[src/rtl/seq_detect_sched_if.sv]
`default_nettype none
// ============================================================================
// Module   : seq_detect_sched_if
// Purpose  : Job request / result handshake bundle for seq_detect_sched.
// Revision : 1.0 - initial release
// ============================================================================
interface seq_detect_sched_if #(
  parameter int MAX_PAIRS = 12,
  parameter int CNT_W     = 4,
  parameter int HIT_W     = 4
);
  logic                   in_valid;
  logic                   in_ready;
  logic [2*MAX_PAIRS-1:0] in_word;
  logic [CNT_W-1:0]       in_pairs;
  logic                   out_valid;
  logic                   out_ready;
  logic [HIT_W-1:0]       out_hits;
  logic [CNT_W-1:0]       out_first;

  modport master (
    output in_valid, in_word, in_pairs, out_ready,
    input  in_ready, out_valid, out_hits, out_first
  );

  modport slave (
    input  in_valid, in_word, in_pairs, out_ready,
    output in_ready, out_valid, out_hits, out_first
  );
endinterface
`default_nettype wire

[src/rtl/seq_detect_sched.sv]
`default_nettype none
// ============================================================================
// Module   : seq_detect_sched
// Purpose  : Streams a pattern word into a serial A/B sequence detector and
//            reports the Z hit count and the index of the first hit.
// Revision : 1.0 - initial release
// ============================================================================
module seq_detect_sched #(
  parameter int MAX_PAIRS = 12,
  parameter int CNT_W     = 4,
  parameter int HIT_W     = 4,
  parameter int Z_LAT     = 1
) (
  input  logic               clk,
  input  logic               clr,
  seq_detect_sched_if.slave  bus,
  output logic               det_clr_n,
  output logic               det_a,
  output logic               det_b,
  input  logic               det_z
);

  localparam int               c_ww  = 2 * MAX_PAIRS;
  localparam logic [CNT_W-1:0] c_max = CNT_W'(MAX_PAIRS);

  typedef enum logic [2:0] {
    S_IDLE   = 3'd0,
    S_CLEAR  = 3'd1,
    S_STREAM = 3'd2,
    S_DRAIN  = 3'd3,
    S_DONE   = 3'd4
  } state_t;

  state_t             r_state;
  logic               r_in_ready;
  logic               r_out_valid;
  logic               r_det_clr_n;
  logic               r_det_a;
  logic               r_det_b;
  logic [HIT_W-1:0]   r_hits;
  logic [CNT_W-1:0]   r_first;
  logic [c_ww-1:0]    r_sh;
  logic [CNT_W-1:0]   r_rem;
  logic [CNT_W-1:0]   r_idx;
  logic [Z_LAT-1:0]   r_pv;
  logic [CNT_W-1:0]   r_pi [Z_LAT];

  logic [CNT_W-1:0]   w_n;
  logic [c_ww-1:0]    w_aligned;
  logic               w_push;
  logic               w_drained;

  assign w_n       = (bus.in_pairs > c_max) ? c_max : bus.in_pairs;
  // Left-align so the pair to send next is always the top two bits.
  assign w_aligned = bus.in_word << (2 * (MAX_PAIRS - int'(w_n)));
  assign w_push    = (r_state == S_STREAM);
  // Empty once the tag now sitting at the pipeline output retires.
  assign w_drained = (Z_LAT'(r_pv << 1) == '0);

  always_ff @(posedge clk or posedge clr) begin
    if (clr) begin
      r_state     <= S_IDLE;
      r_in_ready  <= 1'b1;
      r_out_valid <= 1'b0;
      r_det_clr_n <= 1'b1;
      r_det_a     <= 1'b0;
      r_det_b     <= 1'b0;
      r_hits      <= '0;
      r_first     <= '1;
      r_sh        <= '0;
      r_rem       <= '0;
      r_idx       <= '0;
      r_pv        <= '0;
      for (int j = 0; j < Z_LAT; j++) r_pi[j] <= '0;
    end else begin
      r_pv    <= Z_LAT'(r_pv << 1) | Z_LAT'(w_push);
      r_pi[0] <= r_idx;
      for (int j = 1; j < Z_LAT; j++) r_pi[j] <= r_pi[j-1];

      if (r_pv[Z_LAT-1] && det_z) begin
        if (r_hits != '1) r_hits <= r_hits + 1'b1;
        if (r_first == '1) r_first <= r_pi[Z_LAT-1];
      end

      case (r_state)
        S_IDLE: begin
          if (bus.in_valid) begin
            r_in_ready <= 1'b0;
            r_sh       <= w_aligned;
            r_rem      <= w_n;
            if (w_n == '0) begin
              r_state     <= S_DONE;
              r_out_valid <= 1'b1;
              r_hits      <= '0;
              r_first     <= '1;
            end else begin
              r_state     <= S_CLEAR;
              r_det_clr_n <= 1'b0;
            end
          end
        end
        S_CLEAR: begin
          r_det_clr_n <= 1'b1;
          r_hits      <= '0;
          r_first     <= '1;
          r_det_a     <= r_sh[c_ww-1];
          r_det_b     <= r_sh[c_ww-2];
          r_sh        <= r_sh << 2;
          r_rem       <= r_rem - 1'b1;
          r_idx       <= '0;
          r_state     <= S_STREAM;
        end
        S_STREAM: begin
          if (r_rem == '0) begin
            r_det_a <= 1'b0;
            r_det_b <= 1'b0;
            r_state <= S_DRAIN;
          end else begin
            r_det_a <= r_sh[c_ww-1];
            r_det_b <= r_sh[c_ww-2];
            r_sh    <= r_sh << 2;
            r_rem   <= r_rem - 1'b1;
            r_idx   <= r_idx + 1'b1;
          end
        end
        S_DRAIN: begin
          if (w_drained) begin
            r_state     <= S_DONE;
            r_out_valid <= 1'b1;
          end
        end
        S_DONE: begin
          if (bus.out_ready) begin
            r_out_valid <= 1'b0;
            r_in_ready  <= 1'b1;
            r_state     <= S_IDLE;
          end
        end
        default: r_state <= S_IDLE;
      endcase
    end
  end

  assign bus.in_ready  = r_in_ready;
  assign bus.out_valid = r_out_valid;
  assign bus.out_hits  = r_hits;
  assign bus.out_first = r_first;
  assign det_clr_n     = r_det_clr_n;
  assign det_a         = r_det_a;
  assign det_b         = r_det_b;

endmodule
`default_nettype wire

[src/flat_wrapper.sv]
// flat-port wrapper written by rule: the top's interface ports become plain ports
module seq_detect_sched_flat 
#(
  parameter int MAX_PAIRS = 12,
  parameter int CNT_W     = 4,
  parameter int HIT_W     = 4,
  parameter int Z_LAT     = 1
)
  (clk, clr, det_clr_n, det_a, det_b, det_z, bus_in_valid, bus_in_word, bus_in_pairs, bus_out_ready, bus_in_ready, bus_out_valid, bus_out_hits, bus_out_first);
  seq_detect_sched_if #(.MAX_PAIRS(MAX_PAIRS), .CNT_W(CNT_W), .HIT_W(HIT_W)) bus_i ();
  input  logic clk;
  input  logic clr;
  output logic det_clr_n;
  output logic det_a;
  output logic det_b;
  input  logic det_z;
  input wire logic [$bits(bus_i.in_valid)-1:0] bus_in_valid;
  input wire logic [$bits(bus_i.in_word)-1:0] bus_in_word;
  input wire logic [$bits(bus_i.in_pairs)-1:0] bus_in_pairs;
  input wire logic [$bits(bus_i.out_ready)-1:0] bus_out_ready;
  output wire logic [$bits(bus_i.in_ready)-1:0] bus_in_ready;
  output wire logic [$bits(bus_i.out_valid)-1:0] bus_out_valid;
  output wire logic [$bits(bus_i.out_hits)-1:0] bus_out_hits;
  output wire logic [$bits(bus_i.out_first)-1:0] bus_out_first;
  assign bus_i.in_valid = bus_in_valid;
  assign bus_i.in_word = bus_in_word;
  assign bus_i.in_pairs = bus_in_pairs;
  assign bus_i.out_ready = bus_out_ready;
  assign bus_in_ready = bus_i.in_ready;
  assign bus_out_valid = bus_i.out_valid;
  assign bus_out_hits = bus_i.out_hits;
  assign bus_out_first = bus_i.out_first;
  seq_detect_sched #(.MAX_PAIRS(MAX_PAIRS), .CNT_W(CNT_W), .HIT_W(HIT_W), .Z_LAT(Z_LAT)) u_core (.clk(clk), .clr(clr), .bus(bus_i), .det_clr_n(det_clr_n), .det_a(det_a), .det_b(det_b), .det_z(det_z));
endmodule
[config.mk]
export PLATFORM = sky130hd
export DESIGN_NAME = seq_detect_sched_flat
export DESIGN_NICKNAME = d
export VERILOG_FILES = /design/src/rtl/seq_detect_sched_if.sv /design/src/rtl/seq_detect_sched.sv /design/src/flat_wrapper.sv
export SDC_FILE = /design/constraint.sdc
export NUM_CORES = 1
export LEC_CHECK = 0
export BUFFER_PORTS_ARGS = -buffer_cell sky130_fd_sc_hd__buf_2
export CORE_ASPECT_RATIO = 1.1
export CORE_UTILIZATION = 30
export DETAILED_ROUTE_END_ITERATION = 8
export GPL_ROUTABILITY_DRIVEN = 0
export PLACE_DENSITY = 0.58
export SYNTH_ARGS = -nofsm -noshare
export SYNTH_HDL_FRONTEND = slang
export SYNTH_SLANG_ARGS = --single-unit
[constraint.sdc]
create_clock -name clk -period 2.3 [get_ports clk]
set_input_delay 0.46 -clock clk [delete_from_list [all_inputs] [get_ports clk]]
set_output_delay 0.46 -clock clk [all_outputs]
set_load 0.02 [all_outputs]
# ---- Yosys cells after proc, flatten, opt, wreduce, memory -nomap -nowiden
# Cells that the tools add are included.
dict set report totals {
  reg_bits 53
  input_bits 33
  word_cells 84
}
dict set report op_classes {
  mux 38
  n_shift 1
  magnitude_cmp 1
  add_sub_neg 4
  eq_ne 12
  n_reduce_logical 15
}
# operator count
set ops {}
lappend ops {{$pmux 24 s3} 1}
lappend ops {{$mux 24} 2}
lappend ops {{$mux 4} 12}
lappend ops {{$shl 24x32->24} 1}
lappend ops {{$pmux 4 s2} 3}
lappend ops {{$pmux 3 s5} 1}
lappend ops {{$mux 3} 4}
lappend ops {{$pmux 4 s3} 1}
lappend ops {{$reduce_and 3->1} 4}
lappend ops {{$ne 2x2->1 const B} 5}
lappend ops {{$mux 1} 9}
lappend ops {{$add 4x1->4 const B} 2}
lappend ops {{$logic_not 4->1} 2}
lappend ops {{$pmux 1 s2} 4}
lappend ops {{$eq 3x2->1 const B} 2}
lappend ops {{$reduce_bool 2->1} 3}
lappend ops {{$reduce_bool 3->1} 2}
lappend ops {{$sub 4x4->5 const A} 1}
lappend ops {{$eq 4x4->1 const B} 1}
lappend ops {{$gt 4x4->1 const B} 1}
lappend ops {{$ne 4x4->1 const B} 1}
lappend ops {{$reduce_and 4->1} 1}
lappend ops {{$sub 4x1->4 const B} 1}
lappend ops {{$eq 3x1->1 const B} 1}
lappend ops {{other kinds (6)} 6}

# ---- Logic depth before layout (Yosys ltp)
# Gate-level depths: netlist of the first run.
dict set report logic_depth {
  depth_word 6
  mapped_depth 11
}

# ---- Least setup slack after synthesis of the first run
# No wires, ideal clock.
dict set report synth_timing {
  path_type {input to register}
  startpoint {in bus_in_pairs[3]}
  endpoint {reg u_core.r_sh[16]}
  setup_ns 0.087
  arrival_ns 2.516
  n_path_buf 4
  setup_slack_ns -0.304
  path_stages 9
  required_time_ns 2.213
  path_cell_list {buf_2 -> a21boi_4 -> inv_2 -> ha_1 -> buf_2 -> buf_2 -> clkbuf_1 -> mux4_2 -> a22oi_1}
}
dict set report synth_via {
  elab_chain_cells 6
}
# element line_no
set synth_rtl {}
lappend synth_rtl {{start: declaration} flat_wrapper.sv:19} ;# input wire logic [$bits(bus_i.in_pairs)-1:0] bus_in_pairs;
lappend synth_rtl {{$gt 4x4->1} seq_detect_sched.sv:53} ;# assign w_n = (bus.in_pairs > c_max) ? c_max : bus.in_pairs;
lappend synth_rtl {{$mux 4 *} seq_detect_sched.sv:53}
lappend synth_rtl {{$sub 4x4->5 *} seq_detect_sched.sv:55} ;# assign w_aligned = bus.in_word << (2 * (MAX_PAIRS - int'(w_n)));
lappend synth_rtl {{$shl 24x32->24 *} seq_detect_sched.sv:55}
lappend synth_rtl {{$mux 24 *} seq_detect_sched.sv:87} ;# if (bus.in_valid) begin
lappend synth_rtl {{$pmux 24 s3 *} seq_detect_sched.sv:85} ;# case (r_state)
lappend synth_rtl {{end signal: assignment} seq_detect_sched.sv:89} ;# r_sh <= w_aligned;
lappend synth_rtl {{end signal: assignment} seq_detect_sched.sv:108} ;# r_sh <= r_sh << 2;
lappend synth_rtl {{end signal: assignment} seq_detect_sched.sv:121} ;# r_sh <= r_sh << 2;
lappend synth_rtl {{end: declaration} seq_detect_sched.sv:42} ;# logic [c_ww-1:0] r_sh;
# Mark *: on every way between the ends. The rest lies on a longest branch, timed or not. The select of a mux whose other input is x is not followed.
# A chain may end at the register's enable or synchronous reset.

# ---- Worst setup path after layout of the first run
dict set report layout_timing {
  startpoint {reg u_core.r_rem[0]}
  endpoint {reg u_core.r_sh[4]}
}
dict set report layout_via {
  elab_chain_cells 3
}
# element line_no
set layout_rtl {}
lappend layout_rtl {{start: declaration} seq_detect_sched.sv:43} ;# logic [CNT_W-1:0] r_rem;
lappend layout_rtl {{start signal: assignment} seq_detect_sched.sv:90} ;# r_rem <= w_n;
lappend layout_rtl {{start signal: assignment} seq_detect_sched.sv:109} ;# r_rem <= r_rem - 1'b1;
lappend layout_rtl {{start signal: assignment} seq_detect_sched.sv:122} ;# r_rem <= r_rem - 1'b1;
lappend layout_rtl {{$logic_not 4->1} seq_detect_sched.sv:114} ;# if (r_rem == '0) begin
lappend layout_rtl {{$ne 2x2->1 (no source line)} --}
lappend layout_rtl {{$reduce_and 3->1 (no source line)} --}
# No other way between the ends.

==> flow_summary.json, run 1 <==
{
  "drt_pre_antenna_iters": 7,
  "layout-drive-gt1-share": 0.273,
  "hp-class": "primary input to async pin",
  "cpMaxStageDelayCell": "dfrtp_1",
  "power.density_nw_per_um2": 1330,
  "antenna_found_initial": 0,
  "antenna_left": 0,
  "holdWs_ns": 0.192,
  "final_nets": 476,
  "start_kind": "flop",
  "worst-path-buf-inv": 3,
  "timing.slew.headroom": 0.674,
  "required_ns": 2.48,
  "synth_area_um2": 3490,
  "initial_core_util": 0.314,
  "drc": 0,
  "num_antenna_cells": 0,
  "postSynth.topFlopCell": "dfrtp_1",
  "grt_pass1_wl_um": 15400,
  "syn_avg_cell_area_um2": 9.46,
  "cts_root_buf": "clkbuf_16",
  "wl_um": 9210,
  "vias_per_cell": 5.41,
  "power_w": 0.00576,
  "cts_htree_levels": 2,
  "syn-num-nets": 406,
  "grt_max_degree": 33,
  "yosysWarnings": 0,
  "ctsResizeCount": 0,
  "path_cells": "inv_1 -> ha_1 -> nor3b_1 -> buf_4 -> and2_1 -> nor2_1 -> buf_12 -> and3_1 -> a221o_2",
  "via_count": 3175,
  "skew_ns": 0.00866,
  "ys_seq_area_frac": 0.382,
  "hold_viol_final": 0,
  "worstPathArrival_ns": 2.29,
  "port_buffers": 45,
  "synthTopCellsByArea": "dfrtp_1 (34%), mux4_1 (6.8%), mux2i_1 (5.7%)",
  "yosysTopAreaCell": "dfrtp_1",
  "async_reset_ff_frac": 1.00,
  "synth_top_area_share": 0.337,
  "wl_per_cell_um": 15.7,
  "cp_top_family": "simple AND/OR/NAND/NOR gates",
  "synth_cells": 369,
  "final.fill_count": 1147,
  "power_leakage_nw": 1.92,
  "synthTopCellsByCount": "dfrtp_1 (47), nor2_1 (44), nand2_1 (37)",
  "criticalPathCategory": "flop to flop",
  "dieArea_um2": 12100,
  "place_hpwl_um": 7000,
  "core_area_um2": 11100,
  "ys_types": 61,
  "setup_viol": 0,
  "overflow": 0,
  "cp_max_fo": 28,
  "grt_pass1_vias": 3019,
  "die_w_um": 105,
  "drtIter0Drc": 266,
  "cts-buffers-inserted": 5,
  "rsz0062_at_grt": "false",
  "ctsLongestPathBuffers": 2,
  "postCtsHoldBufs": 0,
  "min_period_ns": 2.11,
  "worst_slew_pin_slew_ns": 0.488,
  "cts_tree": "yes",
  "final_util": 0.391,
  "synth.most_common_cell": "dfrtp_1",
  "outcome": "complete, no violations",
  "fmax_ghz": 0.474,
  "drv_cap": 0,
  "cp-end-kind": "flop",
  "rows": 40,
  "irDropWorstVdd_mv": 0.596,
  "cts_setup_buffers": 0,
  "grt_usage": 0.161,
  "area_growth_pct": 24.4,
  "fin_area_um2": 4350,
  "floorplan.io_pins": 46,
  "clock_latency_ns": 0.29,
  "cts.sinks": 53,
  "finalCritPeriodShare": 0.917,
  "slowest_delay_ns": 0.38,
  "synth-edff-count": 0,
  "dieHeight_um": 115,
  "slew_viol_final": 0,
  "finalSetupTns_ns": 0,
  "placed_cell_area_um2": 4180,
  "ys_ff_latch": 53,
  "clk_pin_slew_ns": 0.07
}
[worst register-to-register path, cell delays in order, from the launching register on]
cell and delay, ns:
dfrtp_1 0.38, inv_1 0.09, ha_1 0.20, nor3b_1 0.20, buf_4 0.16, and2_1 0.19, nor2_1 0.10, buf_12 0.19
and3_1 0.20, a221o_2 0.30
[logic make-up (layout without fill, tap and decap cells)]
logic type | after synthesis | in the layout | synth area share
and+or+nand+nor | 137 | 137 | 0.185
AOI/OAI and AO/OA | 101 | 101 | 0.202
DFF | 53 | 53 | 0.382
muxes | 36 | 36 | 0.157
buffers and inverters | 34 | 105 | 0.0498
adders and majority gates | 4 | 4 | 0.0143
xor gates and xnor gates | 4 | 4 | 0.0100
[final cells by class]
type / count / area (um2) / area share
Multi-Input combinational cell: 282 / 2020 / 0.464
Sequential cell: 53 / 1330 / 0.307
Timing Repair Buffer: 88 / 611 / 0.141
Tap cell: 147 / 184 / 0.0423
Clock buffer: 6 / 129 / 0.0297
Inverter: 9 / 36.3 / 0.00835
Clock inverter: 2 / 35.0 / 0.00806
[through the flow]
stage	worst slack, ns	instances
after global routing	0.0760	587
after global placement	0.0278	579
final	0.191	587
after CTS	0.117	587
after floorplan	-0.0486	369
after detailed placement	-0.00870	579
[cells in the final DEF, fill, tap and decap left out, types with 3 or more instances in the layout]
cell,instances
dfrtp_1,47
buf_2,45
buf_4,38
mux2i_1,20
mux2_2,4
nor3b_1,4
buf_12,5
a22o_1,5
mux4_2,3
dfstp_2,6
a21oi_1,25
nand3b_1,4
clkbuf_16,5
mux4_1,9
nor2_1,44
o211ai_1,3
a31oi_1,7
and3_1,4
a221oi_1,6
nor3_1,11
and2_1,4
nand2_1,36
ha_1,3
a211oi_1,5
nand3_1,11
nand4_1,4
o21ai_0,13
or3_1,4
o22ai_1,8
nand2b_1,3
inv_1,7
[metal layers]
metal | track usage | up-vias | share of wire
met5 | 0 | - | 0
met4 | 0.0423 | 0 | 0.010
met3 | 0.0249 | 6 | 0.051
met2 | 0.269 | 118 | 0.47
met1 | 0.218 | 1523 | 0.47
li1 | - | 1528 | -
[final timing paths]
check | start | to | slack [ns] | cells past startpoint
max | u_core.r_rem[0] | u_core.r_sh[4] | 0.19 | 9
min | clr | u_core.r_pi[0] | 0.19 | 2
max reg2reg | u_core.r_rem[0] | u_core.r_sh[4] | 0.19 | 9
min reg2reg | u_core.r_idx[3] | u_core.r_pi[3] | 0.43 | 0
max in group asynchronous | clr | u_core.r_sh[14] | 1.57 | 3
min in group clk | u_core.r_idx[3] | u_core.r_pi[3] | 0.43 | 0
[power by group]
part           switching [W]  leakage, nW  total [W]  internal (W)
Combinational        0.00182         1.18    0.00324       0.00141
Sequential          0.000296        0.653    0.00168       0.00138
Clock               0.000338       0.0808   0.000850      0.000513
[state kept, by name, summed over array words and instances, names as in the netlist]
name and count:
u_core.bus.in_ready 1, u_core.bus.out_first 4, u_core.bus.out_valid 1, u_core.r_rem 4, u_core.r_state 3, u_core.bus.out_hits 4, u_core.r_pv 1, u_core.det_b 1
u_core.r_sh 24, u_core.det_a 1, u_core.r_idx 4, u_core.det_clr_n 1, u_core.r_pi 4
Note: power is estimated with default switching activity, not from simulation.
==> run 2, diff against run 1 <==
- BUFFER_PORTS_ARGS: -buffer_cell sky130_fd_sc_hd__buf_2 -> unset
- DONT_BUFFER_PORTS: unset -> 1
- PLACE_DENSITY: 0.58 -> 0.55
==> run 2 against run 1 <==
- clock skew is 0.0047 ns lower
- via count is 8.9% lower
- largest power group unchanged
- final cell count is 10% lower
- die area stayed put
- power is 4.4% lower
- clock power is 14% lower
- highest routed layer unchanged
- critical path depth is 1 higher
- sequential power is 7% higher
==> flow_summary.json, run 2 (same netlist as run 1, synthesis figures left out) <==
{
  "required_ns": 2.47,
  "internal_power_w": 0.00313,
  "vias_per_cell": 5.48,
  "slew_viol_final": 0,
  "power_frac_seq": 0.325,
  "core_area_um2": 11100,
  "min_period_ns": 2.15,
  "clock_latency_ns": 0.29,
  "die_w_um": 105,
  "outcome": "complete, no violations",
  "cts_tree": "yes",
  "ctsLongestPathBuffers": 2,
  "cts_htree_levels": 2,
  "final_nets": 417,
  "cts-buffers-inserted": 5,
  "skew_ns": 0.00398,
  "grt_usage": 0.158,
  "sw_frac_of_total": 0.432,
  "timing.slew.headroom": 0.571,
  "via_count": 2892,
  "start_kind": "flop",
  "num_antenna_cells": 0,
  "postCtsHoldBufs": 0,
  "criticalPathCategory": "flop to flop",
  "wl_um": 8970,
  "r2r_slack_ns": 0.15,
  "r2r_cells": 10,
  "area_growth_pct": 14.5,
  "antenna_left": 0,
  "holdWs_ns": 0.139,
  "dieArea_um2": 12100,
  "grt_pass1_vias": 2907,
  "overflow": 0,
  "drt_pre_antenna_iters": 4,
  "cp_max_fo": 18,
  "largest_register_ffs": 24,
  "finalSetupTns_ns": 0,
  "layout-drive-gt1-share": 0.155,
  "power.density_nw_per_um2": 1380,
  "largest-register": "u_core.r_sh",
  "hold_viol_final": 0,
  "clock_power_share": 0.132,
  "port_buffers": 0,
  "rsz0062_at_grt": "false",
  "irDropWorstVdd_mv": 0.474,
  "cts_setup_buffers": 0,
  "cts.sinks": 53,
  "finalCritPeriodShare": 0.934,
  "r2r_end": "u_core.r_sh[19]",
  "grt_max_degree": 29,
  "cts_root_buf": "clkbuf_16",
  "endpoint": "u_core.r_sh[19]",
  "drv_cap": 0,
  "wl_per_cell_um": 17.0,
  "floorplan.io_pins": 46,
  "placed_cell_area_um2": 3860,
  "fmax_ghz": 0.466,
  "final_cell_mix": "dfrtp_1 (47), nor2_1 (43), nand2_1 (37), a21oi_1 (25), buf_4 (23)",
  "drc": 0,
  "timing.rr.start": "u_core.r_rem[0]",
  "worst_slew_pin_slew_ns": 0.643,
  "dieHeight_um": 115,
  "place_hpwl_um": 6710,
  "layout_commonest_cell": "dfrtp_1",
  "grt_pass1_wl_um": 15100,
  "clk_pin_slew_ns": 0.07,
  "cp-end-kind": "flop",
  "ctsResizeCount": 0,
  "initial_core_util": 0.314,
  "hp-class": "primary input to async pin",
  "setup_viol": 0,
  "critPathLaunch": "u_core.r_rem[0]",
  "share_comb_of_total_power": 0.543,
  "power_leakage_nw": 1.66,
  "antenna_found_initial": 0,
  "rows": 40,
  "drtIter0Drc": 178,
  "p_sw_w": 0.00238,
  "worstPathArrival_ns": 2.32,
  "fin_area_um2": 4000
}
==> run 2: cell types whose count changed in the layout (fill, tap and decap cells not counted), sizes merged <==
cell / change
buf: -59
clkinv: -1
clkbuf: +2
bufinv: -1
==> run 2: cell type report <==
| cell class | count | area [um2] |
|---|---|---|
| Inverter | 9 | 36.3 |
| Multi-Input combinational cell | 282 | 2020 |
| Sequential cell | 53 | 1330 |
| Timing Repair Buffer | 29 | 293 |
| Tap cell | 147 | 184 |
| Fill cell | 1149 | 7110 |
| Clock buffer | 8 | 136 |
==> run 2: metrics by stage <==
stage                     std cells  power (W)  setup WS, ns   util
after floorplan                 369    0.00381       -0.0486      -
after global placement          520    0.00473         0.125  0.348
after detailed placement        520    0.00480        0.0757  0.348
after CTS                       528    0.00555         0.103  0.360
after global routing            528    0.00601        0.0222  0.360
final                           528    0.00551         0.153  0.360
==> run 2: power by group through the flow <==
stage / Combinational, W / Sequential, W / Clock, W
after floorplan: 0.00213 / 0.00168 / 0
final: 0.00299 / 0.00179 / 0.000729
after global placement: 0.00294 / 0.00179 / 0
after detailed placement: 0.00299 / 0.00180 / 0
after global routing: 0.00336 / 0.00186 / 0.000790
after CTS: 0.00300 / 0.00179 / 0.000756
==> run 2: worst min-delay path by stage <==
stage,start,slack (ns),endpoint,depth (start not counted)
6_report,clr,0.14,u_core.r_idx[0],1
5_1_grt,clr,0.19,u_core.r_sh[21],1
4_1_cts,clr,0.16,u_core.r_sh[17],1
3_5_place_dp,u_core.r_idx[3],0.42,u_core.r_pi[3],0
3_3_place_gp,u_core.r_idx[3],0.42,u_core.r_pi[3],0
2_1_floorplan,u_core.r_idx[3],0.39,u_core.r_pi[3],0
==> run 2: routing by layer <==
layer  track usage  share of wire  up-vias
met5             0              0        -
met3        0.0312          0.051       11
met4        0.0479          0.018        0
li1              -              -     1409
met2         0.263           0.46       86
met1         0.210           0.47     1386
==> run 2: critical path: stages (launching register included) <==
cell and delay [ns]:
dfrtp_1 0.35, inv_1 0.07, ha_1 0.22, nor3b_1 0.16, buf_4 0.14, and2_1 0.15
nor2_2 0.16, buf_12 0.16, buf_4 0.18, a21oi_1 0.07, or3_1 0.36
==> run 3, diff against run 2 <==
- ABC_AREA: unset -> 1
- CORE_MARGIN: unset -> 2
- clock period: 2.3 -> 2.77 ns (I/O delays scaled with it)
==> run 3 against run 2 <==
- critical path depth shrank 2
- final cell count grew 18%
- combinational power shrank 42%
- non-clock buffer count shrank 20
- routed wire length shrank 11%
- fmax grew 6.7%
- first-iteration DRC count grew 18%
- sequential cell count is the same
- core utilization shrank 2.6 points
- sequential power shrank 18%
==> flow_summary.json, run 3 <==
{
  "outcome": "complete, no violations",
  "skew_ns": 0.00821,
  "clock_latency_ns": 0.30,
  "finalCritPeriodShare": 0.727,
  "drt_pre_antenna_iters": 5,
  "wl_um": 7970,
  "power_leakage_nw": 1.78,
  "cp_max_fo": 24,
  "ctsLongestPathBuffers": 2,
  "overflow": 0,
  "worst_slew_pin_slew_ns": 0.556,
  "largest_register_ffs": 24,
  "synth_cells": 485,
  "ys_ff_latch": 53,
  "rows": 40,
  "layout_commonest_cell": "nand2_1",
  "core_area_um2": 11000,
  "grt_usage": 0.139,
  "cts_setup_buffers": 0,
  "area_growth_pct": 7.23,
  "min_period_ns": 2.01,
  "postSynth.topFlopCell": "dfrtp_1",
  "timing.slew.headroom": 0.628,
  "antenna_left": 0,
  "die_w_um": 106,
  "r2r_slack_ns": 0.76,
  "floorplan.io_pins": 46,
  "synthTopCellsByArea": "dfrtp_1 (34%), nand2_1 (16%), nand3_1 (14%)",
  "syn_avg_cell_area_um2": 7.07,
  "timing.rr.start": "u_core.r_state[2]",
  "hp-class": "primary input to async pin",
  "via_count": 3094,
  "r2r_cells": 8,
  "criticalPathCategory": "flop to flop",
  "cts_root_buf": "clkbuf_16",
  "cts_htree_levels": 2,
  "grt_max_degree": 29,
  "clk_pin_slew_ns": 0.08,
  "rsz0062_at_grt": "false",
  "irDropWorstVdd_mv": 0.389,
  "power.density_nw_per_um2": 1050,
  "postCtsHoldBufs": 0,
  "vias_per_cell": 4.95,
  "setup_viol": 0,
  "yosysWarnings": 0,
  "grt_pass1_wl_um": 14100,
  "dieArea_um2": 12300,
  "slew_viol_final": 0,
  "largest-register": "u_core.r_sh",
  "grt_pass1_vias": 3020,
  "port_buffers": 0,
  "async_reset_ff_frac": 1.00,
  "finalSetupTns_ns": 0,
  "worstPathArrival_ns": 2.24,
  "synth.most_common_cell": "nand2_1",
  "synthTopCellsByCount": "nand2_1 (150), nand3_1 (97), dfrtp_1 (47)",
  "start_kind": "flop",
  "final_cell_mix": "nand2_1 (150), nand3_1 (97), dfrtp_1 (47), a21oi_1 (34), nor2_1 (33)",
  "wl_per_cell_um": 12.8,
  "ys_seq_area_frac": 0.389,
  "antenna_found_initial": 0,
  "initial_core_util": 0.311,
  "synth_top_area_share": 0.343,
  "syn-num-nets": 522,
  "ctsResizeCount": 0,
  "cts_tree": "yes",
  "place_hpwl_um": 5950,
  "final_nets": 514,
  "drc": 0,
  "power_w": 0.00385,
  "r2r_end": "u_core.r_idx[3]",
  "layout-drive-gt1-share": 0.117,
  "cts.sinks": 53,
  "cp-end-kind": "flop",
  "yosysTopAreaCell": "dfrtp_1",
  "drv_cap": 0,
  "num_antenna_cells": 0,
  "final_util": 0.334,
  "required_ns": 2.99,
  "fmax_ghz": 0.497,
  "hold_viol_final": 0,
  "cts-buffers-inserted": 5,
  "ys_types": 36,
  "synth_area_um2": 3430,
  "dieHeight_um": 116,
  "drtIter0Drc": 210,
  "synth-edff-count": 0
}
-- run 3: cell type report --
type                       count  area, um2
fill                        1235       7330
multi-input combinational    379       1830
sequential                    53       1330
tap                          147        184
clock buffer                   5        125
inverter                      29        111
timing repair buffer           9       67.6
clock inverter                 3       28.8
-- run 3: cell families (layout without fill, tap and decap cells) --
logic type / count (synthesis) / in the layout / synth area share
buf+inv: 53 / 46 / 0.0785
xor+xnor: 3 / 3 / 0.00986
simple gates: 296 / 296 / 0.379
compound gates: 76 / 76 / 0.129
flops: 53 / 53 / 0.389
fa+ha+maj: 4 / 4 / 0.0146
-- run 3: metal layers --
layer	wire, um	part of all wire	track usage	up-vias
met5	0	0	0	-
met4	81	0.010	0.0342	0
met3	456	0.057	0.0335	6
met2	3670	0.46	0.228	73
met1	3760	0.47	0.188	1420
li1	-	-	-	1595
-- run 3: worst max path at each step --
stage | cells after the start | from | slack [ns] | to
floorplan | 11 | bus_in_pairs[0] | 0.61 | u_core.r_sh[23]
global placement | 11 | bus_in_pairs[2] | 0.56 | u_core.r_sh[17]
detailed placement | 11 | bus_in_pairs[2] | 0.47 | u_core.r_sh[16]
CTS | 8 | u_core.r_state[2] | 0.75 | u_core.r_idx[3]
global route | 8 | u_core.r_state[2] | 0.52 | u_core.r_idx[2]
finish | 8 | u_core.r_state[2] | 0.76 | u_core.r_idx[3]
-- run 3: stage by stage --
step           instance area, um2  hold slack [ns]  cells  worst slack (ns)
6_report                     3680            0.182    625             0.757
5_1_grt                      3680            0.233    625             0.516
2_1_floorplan                3430            0.374    485             0.610
3_3_place_gp                 3520            0.390    617             0.555
4_1_cts                      3680            0.207    625             0.749
3_5_place_dp                 3520            0.389    617             0.473
-- run 3: where the power goes --
part | total, W | internal [W] | switching (W) | leakage (nW)
sequential | 0.00146 | 0.00115 | 0.000309 | 0.652
combinational | 0.00173 | 0.000599 | 0.00113 | 1.06
clock | 0.000657 | 0.000347 | 0.000310 | 0.0763
-- run 3: critical path, stage by stage (launching register included) --
cell,delay [ns]
dfrtp_1,0.46
nor2_1,0.23
nand2_1,0.17
nand2_2,0.33
buf_4,0.34
nand2_2,0.12
nor2_2,0.11
o21ai_1,0.06
a21oi_1,0.11
